<file path="src/rtl/div_unit.sv">
// Sequential signed (one's-complement sign-magnitude) 32/16 restoring divider, BPC quotient bits per cycle.
// Optional macro DIV_UNIT_EARLY_TERM_EN skips the iteration when |dividend| < |divisor|.
module div_unit #(
  parameter int BPC = 1
) (
  input  logic        nvdla_core_clk,
  input  logic        nvdla_core_rst,
  input  logic        in_valid,
  output logic        in_ready,
  input  logic [31:0] dividend,
  input  logic [15:0] divisor,
  output logic        out_valid,
  input  logic        out_ready,
  output logic [31:0] quotient,
  output logic [15:0] remainder,
  output logic        div_by_zero
);

  localparam int N  = 32 / BPC;
  localparam int CW = 6;

  typedef enum logic [1:0] {IDLE, CALC, DONE} state_t;

  state_t          r_state;
  state_t          w_next;
  logic [31:0]     r_dmag;
  logic [15:0]     r_vmag;
  logic [16:0]     r_rem;
  logic            r_qsign;
  logic            r_rsign;
  logic [CW-1:0]   r_cnt;
  logic [31:0]     r_quot;
  logic [15:0]     r_remOut;
  logic            r_dbz;

  logic [31:0]     w_dmagIn;
  logic [15:0]     w_vmagIn;
  logic            w_qsignIn;
  logic            w_rsignIn;
  logic            w_zeroDiv;
  logic            w_early;
  logic            w_accept;
  logic            w_lastCalc;
  logic [16:0]     w_stepRem;
  logic [31:0]     w_stepQuot;

  assign w_dmagIn   = dividend[31] ? ~dividend : dividend;
  assign w_vmagIn   = divisor[15] ? ~divisor : divisor;
  assign w_qsignIn  = dividend[31] ^ divisor[15];
  assign w_rsignIn  = dividend[31];
  assign w_zeroDiv  = (w_vmagIn == 16'h0000);
  assign w_accept   = in_valid && in_ready;
  assign w_lastCalc = (r_cnt == CW'(N - 1));

`ifdef DIV_UNIT_EARLY_TERM_EN
  assign w_early = !w_zeroDiv && (w_dmagIn < {16'b0, w_vmagIn});
`else
  assign w_early = 1'b0;
`endif

  // r_dmag doubles as the quotient shift register: dividend bits leave at the top,
  // quotient bits enter at the bottom, so after N cycles it holds qmag.
  always_comb begin
    w_stepRem  = r_rem;
    w_stepQuot = r_dmag;
    for (int i = 0; i < BPC; i++) begin
      w_stepRem  = {w_stepRem[15:0], w_stepQuot[31]};
      w_stepQuot = {w_stepQuot[30:0], 1'b0};
      if (w_stepRem >= {1'b0, r_vmag}) begin
        w_stepRem     = w_stepRem - {1'b0, r_vmag};
        w_stepQuot[0] = 1'b1;
      end
    end
  end

  always_comb begin
    w_next = r_state;
    case (r_state)
      IDLE: if (w_accept) w_next = (w_zeroDiv || w_early) ? DONE : CALC;
      CALC: if (w_lastCalc) w_next = DONE;
      DONE: if (out_ready) w_next = IDLE;
      default: w_next = IDLE;
    endcase
  end

  always_ff @(posedge nvdla_core_clk) begin
    if (nvdla_core_rst) r_state <= IDLE;
    else                r_state <= w_next;
  end

  always_ff @(posedge nvdla_core_clk) begin
    if (nvdla_core_rst) begin
      r_dmag   <= '0;
      r_vmag   <= '0;
      r_rem    <= '0;
      r_qsign  <= 1'b0;
      r_rsign  <= 1'b0;
      r_cnt    <= '0;
      r_quot   <= '0;
      r_remOut <= '0;
      r_dbz    <= 1'b0;
    end else begin
      case (r_state)
        IDLE: begin
          if (w_accept) begin
            r_dmag  <= w_dmagIn;
            r_vmag  <= w_vmagIn;
            r_qsign <= w_qsignIn;
            r_rsign <= w_rsignIn;
            r_rem   <= '0;
            r_cnt   <= '0;
            r_dbz   <= w_zeroDiv;
            // Short paths finish here; both leave the dividend's low half as the remainder.
            if (w_zeroDiv || w_early) begin
              r_quot   <= (w_zeroDiv ^ w_qsignIn) ? 32'hFFFF_FFFF : 32'h0000_0000;
              r_remOut <= w_rsignIn ? ~w_dmagIn[15:0] : w_dmagIn[15:0];
            end
          end
        end
        CALC: begin
          r_rem  <= w_stepRem;
          r_dmag <= w_stepQuot;
          r_cnt  <= r_cnt + CW'(1);
          if (w_lastCalc) begin
            r_quot   <= r_qsign ? ~w_stepQuot : w_stepQuot;
            r_remOut <= r_rsign ? ~w_stepRem[15:0] : w_stepRem[15:0];
          end
        end
        default: ;
      endcase
    end
  end

  assign in_ready    = (r_state == IDLE) && !nvdla_core_rst;
  assign out_valid   = (r_state == DONE);
  assign quotient    = r_quot;
  assign remainder   = r_remOut;
  assign div_by_zero = r_dbz;

endmodule

</file>
<file path="config.mk">
export PLATFORM = sky130hd
export DESIGN_NAME = div_unit
export DESIGN_NICKNAME = d
export VERILOG_FILES = /design/src/rtl/div_unit.sv
export SDC_FILE = /design/constraint.sdc
export NUM_CORES = 1
export LEC_CHECK = 0
export CORE_AREA = 4 4 135 137
export CTS_CLUSTER_SIZE = 25
export DETAILED_ROUTE_END_ITERATION = 8
export DIE_AREA = 0 0 139 141
export PLACE_DENSITY_LB_ADDON = 0.2
export SLEW_MARGIN = 20
export SYNTH_ARGS = -nofsm -noshare
export SYNTH_HDL_FRONTEND = slang
export SYNTH_SLANG_ARGS = --single-unit
</file>
<file path="constraint.sdc">
create_clock -name nvdla_core_clk -period 3.3 [get_ports nvdla_core_clk]
set_clock_uncertainty 0.05 [all_clocks]
set_input_delay 0.99 -clock nvdla_core_clk [delete_from_list [all_inputs] [get_ports nvdla_core_clk]]
set_output_delay 0.99 -clock nvdla_core_clk [all_outputs]
set_load 0.1 [all_outputs]
</file>
Word-level counts from Yosys, hierarchy flattened. Cells that the tools add are included.

Output and inout bits: 51. Bits in registers: 123.

Reductions and logical operators: 10. $add $sub $neg: 2. Bitwise logic cells: 7. Eq/ne operators: 7. Muxes and demuxes: 27. Order comparisons: 1.

Operators with widths (count): 32-bit two-way mux (7); 16-bit two-way mux (8); 32-bit one-hot mux with 2 select lines (2); 32-bit NOT (2); 16-bit one-hot mux with 2 select lines (2); 16-bit NOT (3); 17-bit by 16-bit greater-or-equal comparator with 1-bit output (1); 16-bit zero test (1); 16-bit subtractor (1); 6-bit one-hot mux with 2 select lines (1); 2-bit two-way mux (4); 6-bit by 1-bit adder with 6-bit output, second input constant (1); 6-bit by 5-bit == test with 1-bit output, second input constant (1); 6-bit two-way mux (1); 2-bit != test, second input constant (3); 2-bit one-hot mux with 3 select lines (1); 2-bit AND reduction (2); 4-bit AND reduction (1); 3-bit AND reduction (1); 2-bit by 1-bit == test with 1-bit output, second input constant (1); 2-bit == test, second input constant (1); 1-bit logical AND (2); 2-bit zero test (1); 2-bit by 1-bit != test with 1-bit output, second input constant (1); other kinds (4) (5).

Longest topological paths before layout.
Word-level depth: 8. Gate-level depth with buffers: 12. Depth with buffers taken out: 12.

Least setup slack after synthesis. Ideal clock, no wire load.

Path kind: input -> register. From: input nvdla_core_rst. To: register r_quot[23], in the netlist quotient[23]. Data arrival time: 4.676 ns. Cell stages on the path: 9. Slack: -1.558 ns. Required time: 3.118 ns. Path buffers: 2. Cells stage by stage: clkbuf_1 -> nor3_1 -> nand2_1 -> nor2_1 -> o21a_1 -> o21ai_1 -> clkbuf_1 -> a21oi_1 -> nor3_1.

Word-level cells in the longest chain between the ends: 5.

Ends and longest elaborated chain: start: declaration (line 7) `input logic nvdla_core_rst,`; 1-bit zero test (line 134) `assign in_ready = (r_state == IDLE) && !nvdla_core_rst;`; 1-bit logical AND (line 134); via in_ready (line 9) `output logic in_ready,`; 1-bit logical AND (line 52) `assign w_accept = in_valid && in_ready;`; 2-bit != test (no source line); 4-bit AND reduction (no source line); end signal: assignment (line 115) `r_quot <= (w_zeroDiv ^ w_qsignIn) ? 32'hFFFF_FFFF : 32'h0000_0000;`; end signal: assignment (line 125) `r_quot <= r_qsign ? ~w_stepQuot : w_stepQuot;`; end: declaration (line 32) `logic [31:0] r_quot;`.

The timed path passes the listed nets, and every way through them passes these cells. A chain may end at the register's enable or synchronous reset.

Worst setup path in the final report.
From: register r_vmag[2]. To: register r_remOut[2], in the netlist remainder[2].

Word-level cells in the longest chain between the ends: 6. Elaborated cells on any way between the ends: 7.

Ends and longest elaborated chain: start: declaration (line 27) `logic [15:0] r_vmag;`; start signal: assignment (line 107) `r_vmag <= w_vmagIn;`; 16-bit subtractor or 17-bit by 16-bit greater-or-equal comparator with 1-bit output (tied branches) (line 70, 69); 16-bit two-way mux (*) (line 69) `if (w_stepRem >= {1'b0, r_vmag}) begin`; 16-bit NOT (line 126) `r_remOut <= r_rsign ? ~w_stepRem[15:0] : w_stepRem[15:0];`; 16-bit two-way mux (*) (line 126); 16-bit two-way mux (*) (line 124) `if (w_lastCalc) begin`; 16-bit one-hot mux with 2 select lines (*) (line 103) `case (r_state)`; end signal: assignment (line 116) `r_remOut <= w_rsignIn ? ~w_dmagIn[15:0] : w_dmagIn[15:0];`; end signal: assignment (line 126); end: declaration (line 33) `logic [15:0] r_remOut;`.

Mark *: on every way between the ends. The rest lies on a longest branch, timed or not. The select of a mux whose other input is x is not followed.

==> qor.txt <==
ant diodes -> 0
CTS Sinks -> 122
DP HPWL -> 12800 µm
fill count -> 1701
CP bufs+invs -> 1
reg-to-reg setup timing slack -> 320 ps
syn nets -> 893
row count -> 48
clock-pin slew on the worst setup and hold paths -> 60 ps
Final #Nets -> 989
Slew Limit Fails -> 0
leakage power total -> 3.59 nW
worst-skew pair later-pin latency -> 410 ps
CTS root buf -> clkbuf_16
crit-path max FO -> 8
First DRT Iteration DRCs -> 362
placed insts -> 1126
Syn Inst Count -> 824
CP delay by family, top -> compound AO/OA/AOI/OAI gates
RR Startpoint -> r_vmag[2]$_SDFFE_PP0P_
count leader, synth -> nor2_1
critical path type -> reg2reg
Starting Density -> 0.392
CTS tree -> yes
Die X -> 139 µm
Mapped Area -> 6690 µm²
top cells by area, synth -> dfxtp_1 (36%), nor2_1 (7.7%), xor2_1 (6.9%)
Post-CTS Setup Bufs -> 0
antenna violations before repair -> 0
port bufs -> 102
Placer Congestion -> 0.846
wire per inst -> 15.8 µm
CP cell instances -> inv_1 > ha_1 > nand3_1 > o21bai_1 > a211oi_2 > o21ai_2 > and2_1 > a21oi_1 > mux2_1 > o41ai_2
die height -> 141 µm
vias per cell -> 5.22
pwr/cell area -> 638 nW/µm²
Ports -> 103
synth cell count leaders -> nor2_1 (137), dfxtp_1 (122), a21oi_1 (81)
die area -> 19600 µm²
outcome -> finished clean
Post-synth EDFFs -> 0
crit-path max cell delay -> 380 ps
Min-Delay Path Class -> reg2reg
post-cts resize count -> 0
number of global-route vias before repair -> 5684
Post-DRT Antenna Nets -> 0
total track usage -> 0.185
Avg Inst Size Synth -> 8.12 µm²
final WL -> 18300 µm
leading area contributor after synthesis -> dfxtp_1
Post-CTS Hold Buffers -> 0
area grow syn2layout -> 29.2%
Max-cap violations -> 0
fraction of registers with async set/reset -> 0
crit share post-route -> 0.905
setup_tns -> 0 ps
WP data arrival -> 3250 ps
Initial DRT Pass Iterations -> 5
Slowest-stage cell, CP -> mux2_1
Final Hold Violating Endpoints -> 0
Vias -> 6040
multi-input logic area -> 3950 µm²
Setup violations, final -> 0
sequential cell area -> 2440 µm²
Synth cell types -> 54
largest net degree at the start of global routing -> 78
crit path from -> r_vmag[2]$_SDFFE_PP0P_
max frequency -> 0.335 GHz
gr ovfl total -> 0
CTS H-tree depth -> 4
RSZ-0062 raised after global routing -> no
Worst VDD drop -> 0.000377 V
Seq cells post-synth -> 122
maximum clock path buffer count -> 2
critical path endpoint -> remainder[2]$_SDFFE_PP0P_
Hold Path Cell Cnt -> 1
number of CTS-inserted buffers -> 17
Synth Flop Type -> dfxtp_1
DR DRC count -> 0
Max-slew headroom -> 0.337
Worst-Margin Slew -> 995 ps
Core ar. -> 17100 µm²
worst endpoint required time -> 3570 ps
Critical Path Sink Type -> register
RR Endpoint -> remainder[2]$_SDFFE_PP0P_
non-filler instance count after layout -> 1158
area share of the largest cell type after synthesis -> 0.365
first-pass GRT wire length -> 29800 µm
synthesis warning total -> 0
worst reg-to-reg path cell count -> 10
Final min period -> 2980 ps
Critical Path Stages -> 10
share of cells above drive strength 1 -> 0.164
register area share after synthesis -> 0.365
Worst setup SP type -> register
==> power by group <==
| part | switching, mW | internal, mW |
|---|---|---|
| logic | 1.17 | 0.698 |
| clock network | 0.721 | 1.24 |
| registers | 0.105 | 1.59 |
| total | 2.00 | 3.52 |
==> logic make-up after synthesis <==
| group | synth area share |
|---|---|
| AOI/OAI and AO/OA | 0.190 |
| DFF | 0.365 |
| buffers and inverters | 0.0503 |
| adders and majority gates | 0.0329 |
| muxes | 0.0357 |
| and+or+nand+nor | 0.196 |
| xor gates and xnor gates | 0.130 |
==> how the worst min path moves through the flow <==
stage / to / startpoint / slack [ps]
after global routing: div_by_zero$_SDFFE_PP0P_ / div_by_zero$_SDFFE_PP0P_ / 430
after floorplan: r_rem[15]$_SDFFE_PP0P_ / r_rem[15]$_SDFFE_PP0P_ / 390
after CTS: div_by_zero$_SDFFE_PP0P_ / div_by_zero$_SDFFE_PP0P_ / 420
after detailed placement: div_by_zero$_SDFFE_PP0P_ / div_by_zero$_SDFFE_PP0P_ / 400
after global placement: div_by_zero$_SDFFE_PP0P_ / div_by_zero$_SDFFE_PP0P_ / 400
final: div_by_zero$_SDFFE_PP0P_ / div_by_zero$_SDFFE_PP0P_ / 410
==> sequential cells by signal, summed over array words and instances (netlist names) <==
signal and cells:
r_state 2, remainder 16, quotient 32, r_dmag 32, div_by_zero 1, r_vmag 15
r_rem 16, r_rsign 1, r_cnt 6, r_qsign 1
==> layout make-up <==
type / count / share of cell area
clock inverter: 13 / 0.0191
clock buffer: 19 / 0.0524
sequential: 122 / 0.283
multi-input combinational: 619 / 0.457
inverter: 18 / 0.00781
tap: 225 / 0.0325
timing repair buffer: 142 / 0.149
==> routing by layer <==
layer,wire length [µm],GRT usage
met4,184,0.0494
met5,0,0
met2,8160,0.284
met1,9080,0.264
met3,855,0.0393
==> per-stage QoR <==
step                      power, mW  hold WS [ps]  area [µm²]  worst slack [ps]  utilization
final                          5.52           411        8650               315        0.507
after global placement         3.58           400        8020              -181        0.470
after CTS                      5.55           415        8640               101        0.507
after detailed placement       3.59           398        8020              -284        0.470
after floorplan                3.13           394        6710              19.7            -
after global routing           5.79           428        8650              78.1        0.507
==> layout by cell type (no fill, tap or decap), types with 8 or more instances in the layout <==
cell	synthesis	layout
a211oi_1	12	12
a21oi_1	81	81
a221oi_1	31	31
buf_12	0	8
buf_4	1	84
clkbuf_16	0	17
clkdlybuf4s50_1	0	48
dfxtp_1	122	121
ha_1	16	16
inv_1	18	18
mux2i_1	13	13
nand2_1	44	43
nand3_1	32	32
nand4_1	8	8
nor2_1	137	135
nor3_1	42	40
o21a_1	9	8
o21ai_0	11	11
o31ai_1	15	15
xnor2_1	41	41
xor2_1	53	53
(Power assumes the default switching activity.)
